$ cat src/rtl/mic_sampler_if.sv
// rtl/mic_sampler_if.sv - strobe, SPI and sample-output signals of mic_sampler
interface mic_sampler_if #(
  parameter int DATA_BITS = 12
);
  logic                 clkSample;
  logic                 spiMiso;
  logic                 spiSclk;
  logic                 spiCs_n;
  logic [DATA_BITS-1:0] sample;
  logic                 sampleValid;
  logic                 busy;
  logic                 overrun;

  modport master (
    input  clkSample,
    input  spiMiso,
    output spiSclk,
    output spiCs_n,
    output sample,
    output sampleValid,
    output busy,
    output overrun
  );

  modport slave (
    output clkSample,
    output spiMiso,
    input  spiSclk,
    input  spiCs_n,
    input  sample,
    input  sampleValid,
    input  busy,
    input  overrun
  );
endinterface

$ cat src/rtl/mic_sampler.sv
// rtl/mic_sampler.sv - SPI reader for the 12-bit mic ADC, one frame per clkSample strobe
// Defining MIC_SAMPLER_FRAMECHK_EN adds the frameErr output (non-zero leading frame bits).
module mic_sampler #(
  parameter int CLK_DIV    = 4,
  parameter int FRAME_BITS = 16,
  parameter int DATA_BITS  = 12
) (
  input  logic          sysClk,
  input  logic          rst,
  mic_sampler_if.master bus
`ifdef MIC_SAMPLER_FRAMECHK_EN
  ,
  output logic          frameErr
`endif
);

  localparam int SHIFT_W = DATA_BITS + 4;
  localparam int HALF_W  = $clog2(2 * FRAME_BITS);
  localparam logic [7:0]        DIV_LAST  = 8'(CLK_DIV - 1);
  localparam logic [HALF_W-1:0] HALF_LAST = HALF_W'(2 * FRAME_BITS - 1);

  typedef enum logic [1:0] {
    IDLE     = 2'd0,
    CS_SETUP = 2'd1,
    SHIFT    = 2'd2,
    CS_HOLD  = 2'd3
  } state_t;

  state_t               state_q, state_d;
  logic [7:0]           div_q, div_d;
  logic [HALF_W-1:0]    half_q, half_d;
  logic                 sclk_q, sclk_d;
  logic                 cs_n_q, cs_n_d;
  logic [SHIFT_W-1:0]   shift_q, shift_d;
  logic [DATA_BITS-1:0] sample_q, sample_d;
  logic                 valid_q, valid_d;
  logic                 ovr_q, ovr_d;
  logic                 div_last;
`ifdef MIC_SAMPLER_FRAMECHK_EN
  logic                 ferr_q, ferr_d;
`endif

  assign div_last = (div_q == DIV_LAST);

  always_comb begin
    state_d  = state_q;
    div_d    = div_q;
    half_d   = half_q;
    sclk_d   = sclk_q;
    cs_n_d   = cs_n_q;
    shift_d  = shift_q;
    sample_d = sample_q;
    valid_d  = 1'b0;
    ovr_d    = ovr_q;
`ifdef MIC_SAMPLER_FRAMECHK_EN
    ferr_d   = 1'b0;
`endif

    // Any strobe outside IDLE is lost, including the one on the CS_HOLD->IDLE edge
    if (bus.clkSample && (state_q != IDLE)) begin
      ovr_d = 1'b1;
    end

    case (state_q)
      IDLE: begin
        if (bus.clkSample) begin
          state_d = CS_SETUP;
          cs_n_d  = 1'b0;
          div_d   = 8'd0;
          half_d  = '0;
          shift_d = '0;
        end
      end
      CS_SETUP: begin
        if (div_last) begin
          div_d   = 8'd0;
          sclk_d  = 1'b0;
          state_d = SHIFT;
        end else begin
          div_d = div_q + 8'd1;
        end
      end
      SHIFT: begin
        if (div_last) begin
          div_d  = 8'd0;
          half_d = half_q + 1'b1;
          if (!sclk_q) begin
            sclk_d  = 1'b1;
            shift_d = {shift_q[SHIFT_W-2:0], bus.spiMiso};
          end else if (half_q == HALF_LAST) begin
            state_d = CS_HOLD;
          end else begin
            sclk_d = 1'b0;
          end
        end else begin
          div_d = div_q + 8'd1;
        end
      end
      CS_HOLD: begin
        if (div_last) begin
          div_d    = 8'd0;
          cs_n_d   = 1'b1;
          sample_d = shift_q[DATA_BITS-1:0];
          valid_d  = 1'b1;
          state_d  = IDLE;
`ifdef MIC_SAMPLER_FRAMECHK_EN
          ferr_d   = |shift_q[SHIFT_W-1:DATA_BITS];
`endif
        end else begin
          div_d = div_q + 8'd1;
        end
      end
      default: state_d = IDLE;
    endcase
  end

  always_ff @(posedge sysClk) begin
    if (rst) begin
      state_q  <= IDLE;
      div_q    <= 8'd0;
      half_q   <= '0;
      sclk_q   <= 1'b1;
      cs_n_q   <= 1'b1;
      shift_q  <= '0;
      sample_q <= '0;
      valid_q  <= 1'b0;
      ovr_q    <= 1'b0;
    end else begin
      state_q  <= state_d;
      div_q    <= div_d;
      half_q   <= half_d;
      sclk_q   <= sclk_d;
      cs_n_q   <= cs_n_d;
      shift_q  <= shift_d;
      sample_q <= sample_d;
      valid_q  <= valid_d;
      ovr_q    <= ovr_d;
    end
  end

`ifdef MIC_SAMPLER_FRAMECHK_EN
  always_ff @(posedge sysClk) begin
    if (rst) begin
      ferr_q <= 1'b0;
    end else begin
      ferr_q <= ferr_d;
    end
  end

  assign frameErr = ferr_q;
`endif

  assign bus.spiSclk     = sclk_q;
  assign bus.spiCs_n     = cs_n_q;
  assign bus.sample      = sample_q;
  assign bus.sampleValid = valid_q;
  assign bus.busy        = (state_q != IDLE);
  assign bus.overrun     = ovr_q;

endmodule

$ cat src/flat_wrapper.sv
// flat-port wrapper written by rule: the top's interface ports become plain ports
module mic_sampler_flat 
#(
  parameter int CLK_DIV    = 4,
  parameter int FRAME_BITS = 16,
  parameter int DATA_BITS  = 12
)
  (sysClk, rst, bus_clkSample, bus_spiMiso, bus_spiSclk, bus_spiCs_n, bus_sample, bus_sampleValid, bus_busy, bus_overrun);
  mic_sampler_if #(.DATA_BITS(DATA_BITS)) bus_i ();
  input  logic sysClk;
  input  logic rst;
  input wire logic [$bits(bus_i.clkSample)-1:0] bus_clkSample;
  input wire logic [$bits(bus_i.spiMiso)-1:0] bus_spiMiso;
  output wire logic [$bits(bus_i.spiSclk)-1:0] bus_spiSclk;
  output wire logic [$bits(bus_i.spiCs_n)-1:0] bus_spiCs_n;
  output wire logic [$bits(bus_i.sample)-1:0] bus_sample;
  output wire logic [$bits(bus_i.sampleValid)-1:0] bus_sampleValid;
  output wire logic [$bits(bus_i.busy)-1:0] bus_busy;
  output wire logic [$bits(bus_i.overrun)-1:0] bus_overrun;
  assign bus_i.clkSample = bus_clkSample;
  assign bus_i.spiMiso = bus_spiMiso;
  assign bus_spiSclk = bus_i.spiSclk;
  assign bus_spiCs_n = bus_i.spiCs_n;
  assign bus_sample = bus_i.sample;
  assign bus_sampleValid = bus_i.sampleValid;
  assign bus_busy = bus_i.busy;
  assign bus_overrun = bus_i.overrun;
  mic_sampler #(.CLK_DIV(CLK_DIV), .FRAME_BITS(FRAME_BITS), .DATA_BITS(DATA_BITS)) u_core (.sysClk(sysClk), .rst(rst), .bus(bus_i));
endmodule
$ cat config.mk
export PLATFORM = sky130hd
export DESIGN_NAME = mic_sampler_flat
export DESIGN_NICKNAME = d
export VERILOG_FILES = /design/src/rtl/mic_sampler_if.sv /design/src/rtl/mic_sampler.sv /design/src/flat_wrapper.sv
export SDC_FILE = /design/constraint.sdc
export NUM_CORES = 1
export LEC_CHECK = 0
export BUFFER_PORTS_ARGS = -buffer_cell sky130_fd_sc_hd__buf_2
export CELL_PAD_IN_SITES_DETAIL_PLACEMENT = 1
export CELL_PAD_IN_SITES_GLOBAL_PLACEMENT = 1
export CORE_MARGIN = 2
export CORE_UTILIZATION = 47
export DETAILED_ROUTE_END_ITERATION = 6
export PLACE_DENSITY = 0.82
export SLEW_MARGIN = 10
export SYNTH_ARGS = -nofsm -noshare
export SYNTH_HDL_FRONTEND = slang
export SYNTH_SLANG_ARGS = --single-unit
export TNS_END_PERCENT = 50
$ cat constraint.sdc
create_clock -name sysClk -period 5.4 [get_ports sysClk]
set_clock_uncertainty 0.05 [all_clocks]
set_input_delay 0.54 -clock sysClk [delete_from_list [all_inputs] [get_ports sysClk]]
set_output_delay 0.54 -clock sysClk [all_outputs]
set_load 0.02 [all_outputs]
# Word-level counts from Yosys, hierarchy flattened
# Index checks and enable logic that the tools add are counted.
# word_totals
regBits	43
output_inout_bits	17
in_bits	4
wordCells	64
# classes
eq_ne	12
mux	26
n_reduce_logical	14
add_sub_neg	2
bitwise_logic	1
# op_table
operator	count
two-way mux 12 bit	3
case mux 12 bit (2 select lines)	1
two-way mux 8 bit	2
case mux 8 bit (2 select lines)	1
two-way mux 2 bit	6
two-way mux 5 bit	2
!= test 2 x 1 -> 1 bit (second input constant)	5
case mux 5 bit (2 select lines)	1
AND reduction 3 bit	3
adder 8 x 1 -> 8 bit (second input constant)	1
equality test 8 x 2 -> 1 bit (second input constant)	1
case mux 2 bit (4 select lines)	1
nonzero test 2 bit	4
two-way mux 1 bit	7
AND reduction 6 bit	1
adder 5 x 1 -> 5 bit (second input constant)	1
equality test 5 bit (second input constant)	1
equality test 2 bit (second input constant)	2
!= test 2 bit (second input constant)	2
case mux 1 bit (2 select lines)	2
AND reduction 4 bit	1
OR reduction 3 bit	1
equality test 2 x 1 -> 1 bit (second input constant)	1
zero test 2 bit	1
4 further kinds	4

# Depth between registers and ports, before layout
# Gate-level depths: netlist of the first run.
# logic_depth
ltp_word	5
ltp_mapped	8
mapped_depth_nobuf	6

# Worst setup path before layout of the first run
# No wires, ideal clock.
# synth_timing
kind	register -> register
from	register u_core.div_q[0]
to	register u_core.half_q[2]
t_required_ns	5.229
synth_period_minus_slack_ns	1.863
path_slack_ns	3.537
t_arrival_ns	1.692
stages_incl_launch_ff	6
setup_ns	0.121
n_path_buf	0
path_cell_list	dfxtp_1 ha_1 or4b_4 nor2_4 nand4_2 mux2_4
# synth_via
elab_chain_len	3
# synth_rtl
item	line	rtl
from (decl)	mic_sampler.sv:30	logic [7:0] div_q, div_d;
from (signal assigned)	mic_sampler.sv:130	div_q <= div_d;
equality test 8 x 2 -> 1 bit	mic_sampler.sv:43	assign div_last = (div_q == DIV_LAST);
!= test 2 x 1 -> 1 bit (no line)	--	
AND reduction 3 bit (no line)	--	
to (signal assigned)	mic_sampler.sv:131	half_q <= half_d;
to (decl)	mic_sampler.sv:31	logic [HALF_W-1:0] half_q, half_d;
# No other way between the ends.
# A chain may end at the register's enable or synchronous reset.

# Worst setup path in the final report of the first run
# layout_timing
from	register u_core.state_q[0]
to	register u_core.shift_q[4]
# layout_via
elab_chain_len	3
elab_cells_between_ends	8
classes_between	4 x eq/ne; 1 x mux; 3 x reduce/logical
# layout_rtl
item	line	rtl
from (decl)	mic_sampler.sv:29	state_t state_q, state_d;
from (signal assigned)	mic_sampler.sv:129	state_q <= state_d;
equality test 2 bit or zero test 2 bit (tied branches)	mic_sampler.sv:64	case (state_q)
!= test 2 bit (no line) (tied with other cells)	--	
AND reduction 4 bit (no line)	--	
to (signal assigned)	mic_sampler.sv:134	shift_q <= shift_d;
to (decl)	mic_sampler.sv:34	logic [SHIFT_W-1:0] shift_q, shift_d;
# Parallel ways exist; a longest one is shown, timed or not.

==> reports/metrics.yaml, run 1 <==
clock_network:
  cts_setup_buffers: 0
  clock-sinks: 43
  cts-root-buf: "clkbuf_8"
  clk-insertion-delay-late_ns: 0.31
  hold_buffers: 0
  cts-htree-levels: 2
  cts_tree: "yes"
  cts_resized: 0
  cts.clk_slew.worst_paths_ns: 0.09
  cts_buffer_depth: 2
  numCtsBuffers: 5
power_and_ir_drop:
  powerDensity_nw_per_um2: 389.9
  power_uw: 834.7
  leakage_nw: 0.7930
  peakVddDrop_mv: 0.2527
floorplan:
  io_pins: 21
  fp-row-count: 23
  coreArea_um2: 4000
  initial_utilization: 0.4889
  die_h_um: 68.51
  die_x_um: 68.51
  die_area_um2: 4693
synthesis:
  synth_area_leaders: "dfxtp_1 44%, a21oi_1 8.4%, nand4_1 5.8%, ha_1 5.1%, nand3_1 4.6%"
  synthFlopType: "dfxtp_1"
  yosys_register_bits: 43
  syn-instance-count: 228
  synthArstFlopShare: 0
  synth-seq-area-share: 0.4402
  yosys_warnings: 0
  synth_enable_flop_cells: 0
  synth_commonest_cells: "43 x dfxtp_1, 33 x a21oi_1, 20 x nand2_1, 18 x nand3_1, 18 x nand4_1"
  syn_area_um2: 1956
  yosys.area.top_type: "dfxtp_1"
  yosysMostFrequentCell: "dfxtp_1"
  yosysTopAreaCellShare: 0.4402
  syn_avg_cell_area_um2: 8.577
  yosys.cell_types.count: 39
  syn-num-nets: 240
timing:
  setup_violations: 0
  final.setup.tns_ns: 0
  finalCritPeriodShare: 0.4624
  finalCriticalPeriod_ns: 2.497
  fmax_mhz: 400.5
  rsz0062_at_grt: "no"
  slew_headroom: 0.3812
  worstMarginPinSlew_ns: 0.9239
  hold_viol: 0
  maxSlewViolCount: 0
place:
  gp_congestion: 0.7816
  dp_cells: 283
  numPortBuffers: 20
  hpwl_um: 3003
  place_area_um2: 2048
hold_path:
  hold_class: "flip-flop to flip-flop"
finish:
  final_nets: 252
  final_cell_area_um2: 2141
  utilization: 0.5352
  antennaDiodeCount: 0
  instances_no_fill: 291
  drive_gt1_frac: 0.1411
  syn_to_final_growth_pct: 9.469
grt:
  antenna_found_initial: 0
  grt_usage: 0.2159
  grt_pass1_wl_um: 7507
  grt_pass1_vias: 1621
  grt_overflow: 0
  grt_max_degree: 40
worst_setup_path:
  critPathRequiredTime_ns: 5.59
  crit_path_frequent_cell: "inv_1"
  crit_family: "compound AO/OA/AOI/OAI gates"
  cp-end-kind: "flip-flop"
  crit_arrival_ns: 2.68
  worstSetupPathType: "flip-flop to flip-flop"
  crit_fanout: 25
  crit_buf_inv: 2
  start_kind: "flip-flop"
  cpMaxStageDelayCell: "a31oi_1"
  worstPathCellList: "inv_1, ha_1, inv_1, a31oi_1, o21ai_0, a21oi_1"
  max_stage_delay_ns: 0.72
drt:
  dr.pass1.iters: 3
  totalWireLength_um: 4406
  dr_total_vias: 1643
  wl_per_cell_um: 15.14
  drc: 0
  drt-vias-per-instance: 5.646
  drtIter0Drc: 82
  ant_nets: 0
run:
  cap_violations: 0
outcome:
  outcome: "finished, final reports clean"
==> state kept, by name, summed over array words and instances, names as in the netlist <==
| register | cells |
|---|---|
| u_core.bus.overrun | 1 |
| u_core.bus.sample | 12 |
| u_core.bus.sampleValid | 1 |
| u_core.bus.spiCs_n | 1 |
| u_core.bus.spiSclk | 1 |
| u_core.div_q | 8 |
| u_core.half_q | 5 |
| u_core.shift_q | 12 |
| u_core.state_q | 2 |
==> placed cells by master (no fill, tap or decap), types with 2 or more instances in the layout <==
master       n
o21ai_1      2
xnor2_1      4
ha_1         8
nand3_1     18
nor3_1       3
clkbuf_8     5
dfxtp_1     43
o21ai_0     13
o21bai_1     2
or3_1        3
xor2_1       3
and3_1       2
a21oi_1     33
nor2_1      15
inv_1        5
nand2b_1     3
clkinvlp_4   2
nand2_1     20
nand4_1     18
buf_2       20
==> metrics by stage <==
stage	hold WS [ns]	worst slack, ns
floorplan	0.3992	3.537
global placement	0.3895	2.975
detailed placement	0.3934	2.854
CTS	0.4065	2.831
global route	0.4356	2.604
finish	0.4047	2.903
==> cells by family (layout without fill, tap and decap cells) <==
| kind of cell | after synthesis | in the layout | synth area share |
|---|---|---|---|
| and+or+nand+nor | 91 | 91 | 0.2578 |
| AOI/OAI and AO/OA | 57 | 57 | 0.1612 |
| DFF | 43 | 43 | 0.4402 |
| buffers and inverters | 20 | 33 | 0.04543 |
| adders and majority gates | 8 | 8 | 0.05119 |
| xor gates and xnor gates | 7 | 7 | 0.03135 |
| muxes | 2 | 2 | 0.01279 |
==> routing by layer <==
metal / up-vias / part of all wire / track usage
met5: - / 0 / 0
met4: 0 / 0.021 / 0.1125
met3: 7 / 0.024 / 0.03409
met2: 17 / 0.48 / 0.3702
met1: 778 / 0.47 / 0.2586
li1: 841 / - / -
==> worst register-to-register path, cell delays in order (launching register included) <==
cell and delay (ns):
dfxtp_1 0.33, inv_1 0.11, ha_1 0.71, inv_1 0.14, a31oi_1 0.72, o21ai_0 0.19
a21oi_1 0.18
==> where the power goes <==
| group | total [mW] | internal, mW | switching, mW |
|---|---|---|---|
| clock network | 0.216 | 0.0925 | 0.124 |
| logic | 0.266 | 0.0758 | 0.190 |
| registers | 0.352 | 0.335 | 0.0173 |
| total | 0.835 | 0.503 | 0.331 |
==> path summary, 6_finish.rpt <==
path	slack, ns	to	start	cells past startpoint
max reg2reg	2.90	u_core.shift_q[4]	u_core.state_q[0]	6
max	2.90	u_core.shift_q[4]	u_core.state_q[0]	6
min reg2reg	0.40	u_core.bus.sample[3]	u_core.bus.sample[3]	2
min	0.40	u_core.bus.sample[3]	u_core.bus.sample[3]	2
==> layout make-up <==
type / instances / area, um2
Tap cell: 50 / 62.56
Inverter: 5 / 18.77
Sequential cell: 43 / 860.8
Clock buffer: 5 / 68.82
Timing Repair Buffer: 20 / 100.1
Clock inverter: 3 / 23.77
Multi-Input combinational cell: 165 / 1006
Fill cell: 501 / 1859
No activity file was read; power rests on OpenSTA's default activity.
==> run 2, diff against run 1 <==
--- a/config.mk
+++ b/config.mk
@@ -5,13 +5,14 @@
 export SDC_FILE = /design/constraint.sdc
 export NUM_CORES = 1
 export LEC_CHECK = 0
+export ABC_AREA = 1
 export BUFFER_PORTS_ARGS = -buffer_cell sky130_fd_sc_hd__buf_2
 export CELL_PAD_IN_SITES_DETAIL_PLACEMENT = 1
 export CELL_PAD_IN_SITES_GLOBAL_PLACEMENT = 1
 export CORE_MARGIN = 2
-export CORE_UTILIZATION = 47
+export CORE_UTILIZATION = 41
 export DETAILED_ROUTE_END_ITERATION = 6
-export PLACE_DENSITY = 0.82
+export PLACE_DENSITY = 0.76
 export SLEW_MARGIN = 10
 export SYNTH_ARGS = -nofsm -noshare
 export SYNTH_HDL_FRONTEND = slang
==> constraint.sdc (replaced) <==
create_clock -name sysClk -period 2.5 [get_ports sysClk]
set_clock_uncertainty 0.05 [all_clocks]
set_input_delay 0.25 -clock sysClk [delete_from_list [all_inputs] [get_ports sysClk]]
set_output_delay 0.25 -clock sysClk [all_outputs]
set_load 0.02 [all_outputs]
==> run 2 against run 1 <==
- register-to-register slack got worse by 2.4 ns
- first-iteration DRC count rose by 26%
- final cell count rose by 35%
- largest power group is now combinational logic
==> reports/metrics.yaml, run 2 <==
floorplan:
  fp-row-count: 25  # +8.7%
  die_x_um: 75.22  # +9.8%
  initial_utilization: 0.4317  # -0.05721
  coreArea_um2: 4817  # +20%
  die_area_um2: 5657  # +21%
  die_h_um: 75.22  # +9.8%
  io_pins: 21  # unchanged
worst_setup_path:
  crit_family: "simple AND/OR/NAND/NOR gates"
  crit_fanout: 16  # -36%
  crit_buf_inv: 3  # +1
  cpMaxStageDelayCell: "inv_1"
  critPathRequiredTime_ns: 2.68  # -2.91 ns
  max_stage_delay_ns: 0.40  # -0.32 ns
  crit_path_frequent_cell: "inv_1"
  r2r_slack_ns: 0.50  # -2.41 ns
  cp-end-kind: "flip-flop"
  worstPathCellList: "inv_1, ha_1, inv_1, nor2_4, inv_1, nand3_4, nand2_1, nand2_1, nor2_1"
  start_kind: "flip-flop"
  crit_arrival_ns: 2.19  # -0.49 ns
  worstSetupPathType: "flip-flop to flip-flop"
timing:
  finalCriticalPeriod_ns: 2.003  # -0.4937 ns
  hold_viol: 0  # unchanged
  finalCritPeriodShare: 0.8013  # +0.3389
  layout_setup_ws_ns: 0.4968  # -2.406 ns
  maxSlewViolCount: 0  # unchanged
  slew_headroom: 0.6217  # +0.2405
  final.setup.tns_ns: 0  # unchanged
  worstMarginPinSlew_ns: 0.5661  # -0.3578 ns
  rsz0062_at_grt: "no"
  setup_violations: 0  # unchanged
  fmax_mhz: 499.2  # +25%
finish:
  syn_to_final_growth_pct: 11.91
  final_nets: 337  # +34%
  layout_commonest_cell: "nor2_1"
  fillers: 668  # +33%
  final_cell_mix: "68 x nor2_1, 67 x nand2_1, 43 x inv_1, 43 x dfxtp_1"
  seq_area_um2: 860.8  # unchanged
  antennaDiodeCount: 0  # unchanged
  multiInputGateArea_um2: 999.7  # -0.62%
  drive_gt1_frac: 0.1077  # -0.03339
clock_network:
  numCtsBuffers: 5  # unchanged
  cts-htree-levels: 2  # unchanged
  clock-sinks: 43  # unchanged
  hold_buffers: 0  # unchanged
  cts_resized: 0  # unchanged
  cts-root-buf: "clkbuf_8"
  cts_tree: "yes"
  cts_setup_buffers: 0  # unchanged
  clk-insertion-delay-late_ns: 0.30  # about the same
  cts_buffer_depth: 2  # unchanged
  cts.clk_slew.worst_paths_ns: 0.08  # about the same
grt:
  antenna_found_initial: 0  # unchanged
  grt_overflow: 0  # unchanged
  grt_pass1_vias: 1804  # +11%
  grt_max_degree: 30  # -25%
  grt_pass1_wl_um: 8142  # +8.5%
  grt_usage: 0.1892  # -0.02665
drt:
  drc: 0  # unchanged
  wl_per_cell_um: 12.17  # -20%
  drt-vias-per-instance: 4.804  # -15%
  dr.pass1.iters: 4  # +1
  totalWireLength_um: 4771  # +8.3%
  dr_total_vias: 1883  # +15%
  ant_nets: 0  # unchanged
  drtIter0Drc: 103  # +26%
synthesis:
  syn-instance-count: 305  # +34%
  yosys_warnings: 0  # unchanged
  syn_avg_cell_area_um2: 6.818  # -21%
  yosysTopAreaCellShare: 0.4140  # -0.02622
  synth-seq-area-share: 0.4140  # -0.02622
  synth_commonest_cells: "68 x nor2_1, 67 x nand2_1, 43 x dfxtp_1, 43 x inv_1, 20 x o21ai_0"
  synth_area_leaders: "dfxtp_1 41%, nor2_1 12%, nand2_1 12%, inv_1 7.8%, ha_1 4.8%"
  synth_enable_flop_cells: 0  # unchanged
  syn_area_um2: 2079  # +6.3%
  yosysMostFrequentCell: "nor2_1"
  syn-num-nets: 317  # +32%
  yosys.cell_types.count: 19  # -51%
  yosys_register_bits: 43  # unchanged
  synthArstFlopShare: 0  # unchanged
  yosys.area.top_type: "dfxtp_1"
  synthFlopType: "dfxtp_1"
power_and_ir_drop:
  pwr-share-clk: 0.167  # -0.092
  p_sw_frac: 0.4502  # +0.05333
  power.share.combinational: 0.475  # +0.156
  seq_power_share: 0.358  # -0.064
  powerDensity_nw_per_um2: 1157  # +200%
  power.internal_mw: 1.480  # +190%
  p_sw_mw: 1.212  # +270%
  peakVddDrop_mv: 0.5214  # +110%
  leakage_nw: 1.179  # +49%
outcome:
  outcome: "finished, final reports clean"
run:
  cap_violations: 0  # unchanged
place:
  hpwl_um: 3504  # +17%
  dp_slack_ns: 0.4743  # -2.380 ns
  gp_congestion: 0.7767  # -0.63%
  numPortBuffers: 20  # unchanged
hold_path:
  hold_class: "input port to flip-flop"
[run 2: path summary, 6_finish.rpt]
| kind | from | to | cells after the start |
|---|---|---|---|
| worst max-delay path | u_core.state_q[0] | u_core.shift_q[2] | 9 |
| worst min-delay path | rst | u_core.half_q[4] | 2 |
| worst max register to register | u_core.state_q[0] | u_core.shift_q[2] | 9 |
| worst min register to register | u_core.bus.overrun | u_core.bus.overrun | 2 |
[run 2: layout make-up]
| class | instances | area share |
|---|---|---|
| multi-input cells | 207 | 0.4296 |
| flip-flops and latches | 43 | 0.3699 |
| inverters | 44 | 0.07097 |
| repair buffers | 24 | 0.05591 |
| well taps | 67 | 0.03602 |
| clock buffers | 6 | 0.03548 |
| clock inverters | 1 | 0.002151 |
[run 2: kinds of logic after synthesis]
family | Yosys count | share of synthesized area
flip-flops | 43 | 0.4140
buffers and inverters | 55 | 0.1053
AND/OR/NAND/NOR | 163 | 0.3285
adder cells (fa/ha/maj) | 8 | 0.04814
XOR/XNOR | 6 | 0.02527
AO/OA/AOI/OAI | 30 | 0.07883
[run 2: power by group through the flow]
stage	Combinational (mW)	Sequential [mW]	Clock (mW)
after CTS	1.30	0.965	0.467
after global routing	1.49	0.989	0.492
after detailed placement	1.29	0.981	0
final	1.28	0.965	0.450
after floorplan	1.03	0.969	0
after global placement	1.25	0.976	0
[run 2: metal layers]
layer	routed length [um]	global-route usage	share of wire	vias to the layer above
met5	0	0	0	-
met4	52	0.05458	0.011	0
li1	-	-	-	980
met3	155	0.04418	0.032	5
met2	2112	0.3090	0.44	19
met1	2451	0.2510	0.51	879
[run 2: through the flow]
stage	total power [mW]	area [um2]	hold slack, ns	cells	utilization
3_5_place_dp	2.270	2240	0.4119	385	0.4649
3_3_place_gp	2.221	2240	0.3995	385	0.4649
2_1_floorplan	1.995	2079	0.3447	305	-
6_report	2.692	2327	0.1811	392	0.4831
5_1_grt	2.973	2327	0.1938	392	0.4831
4_1_cts	2.730	2327	0.1747	392	0.4831
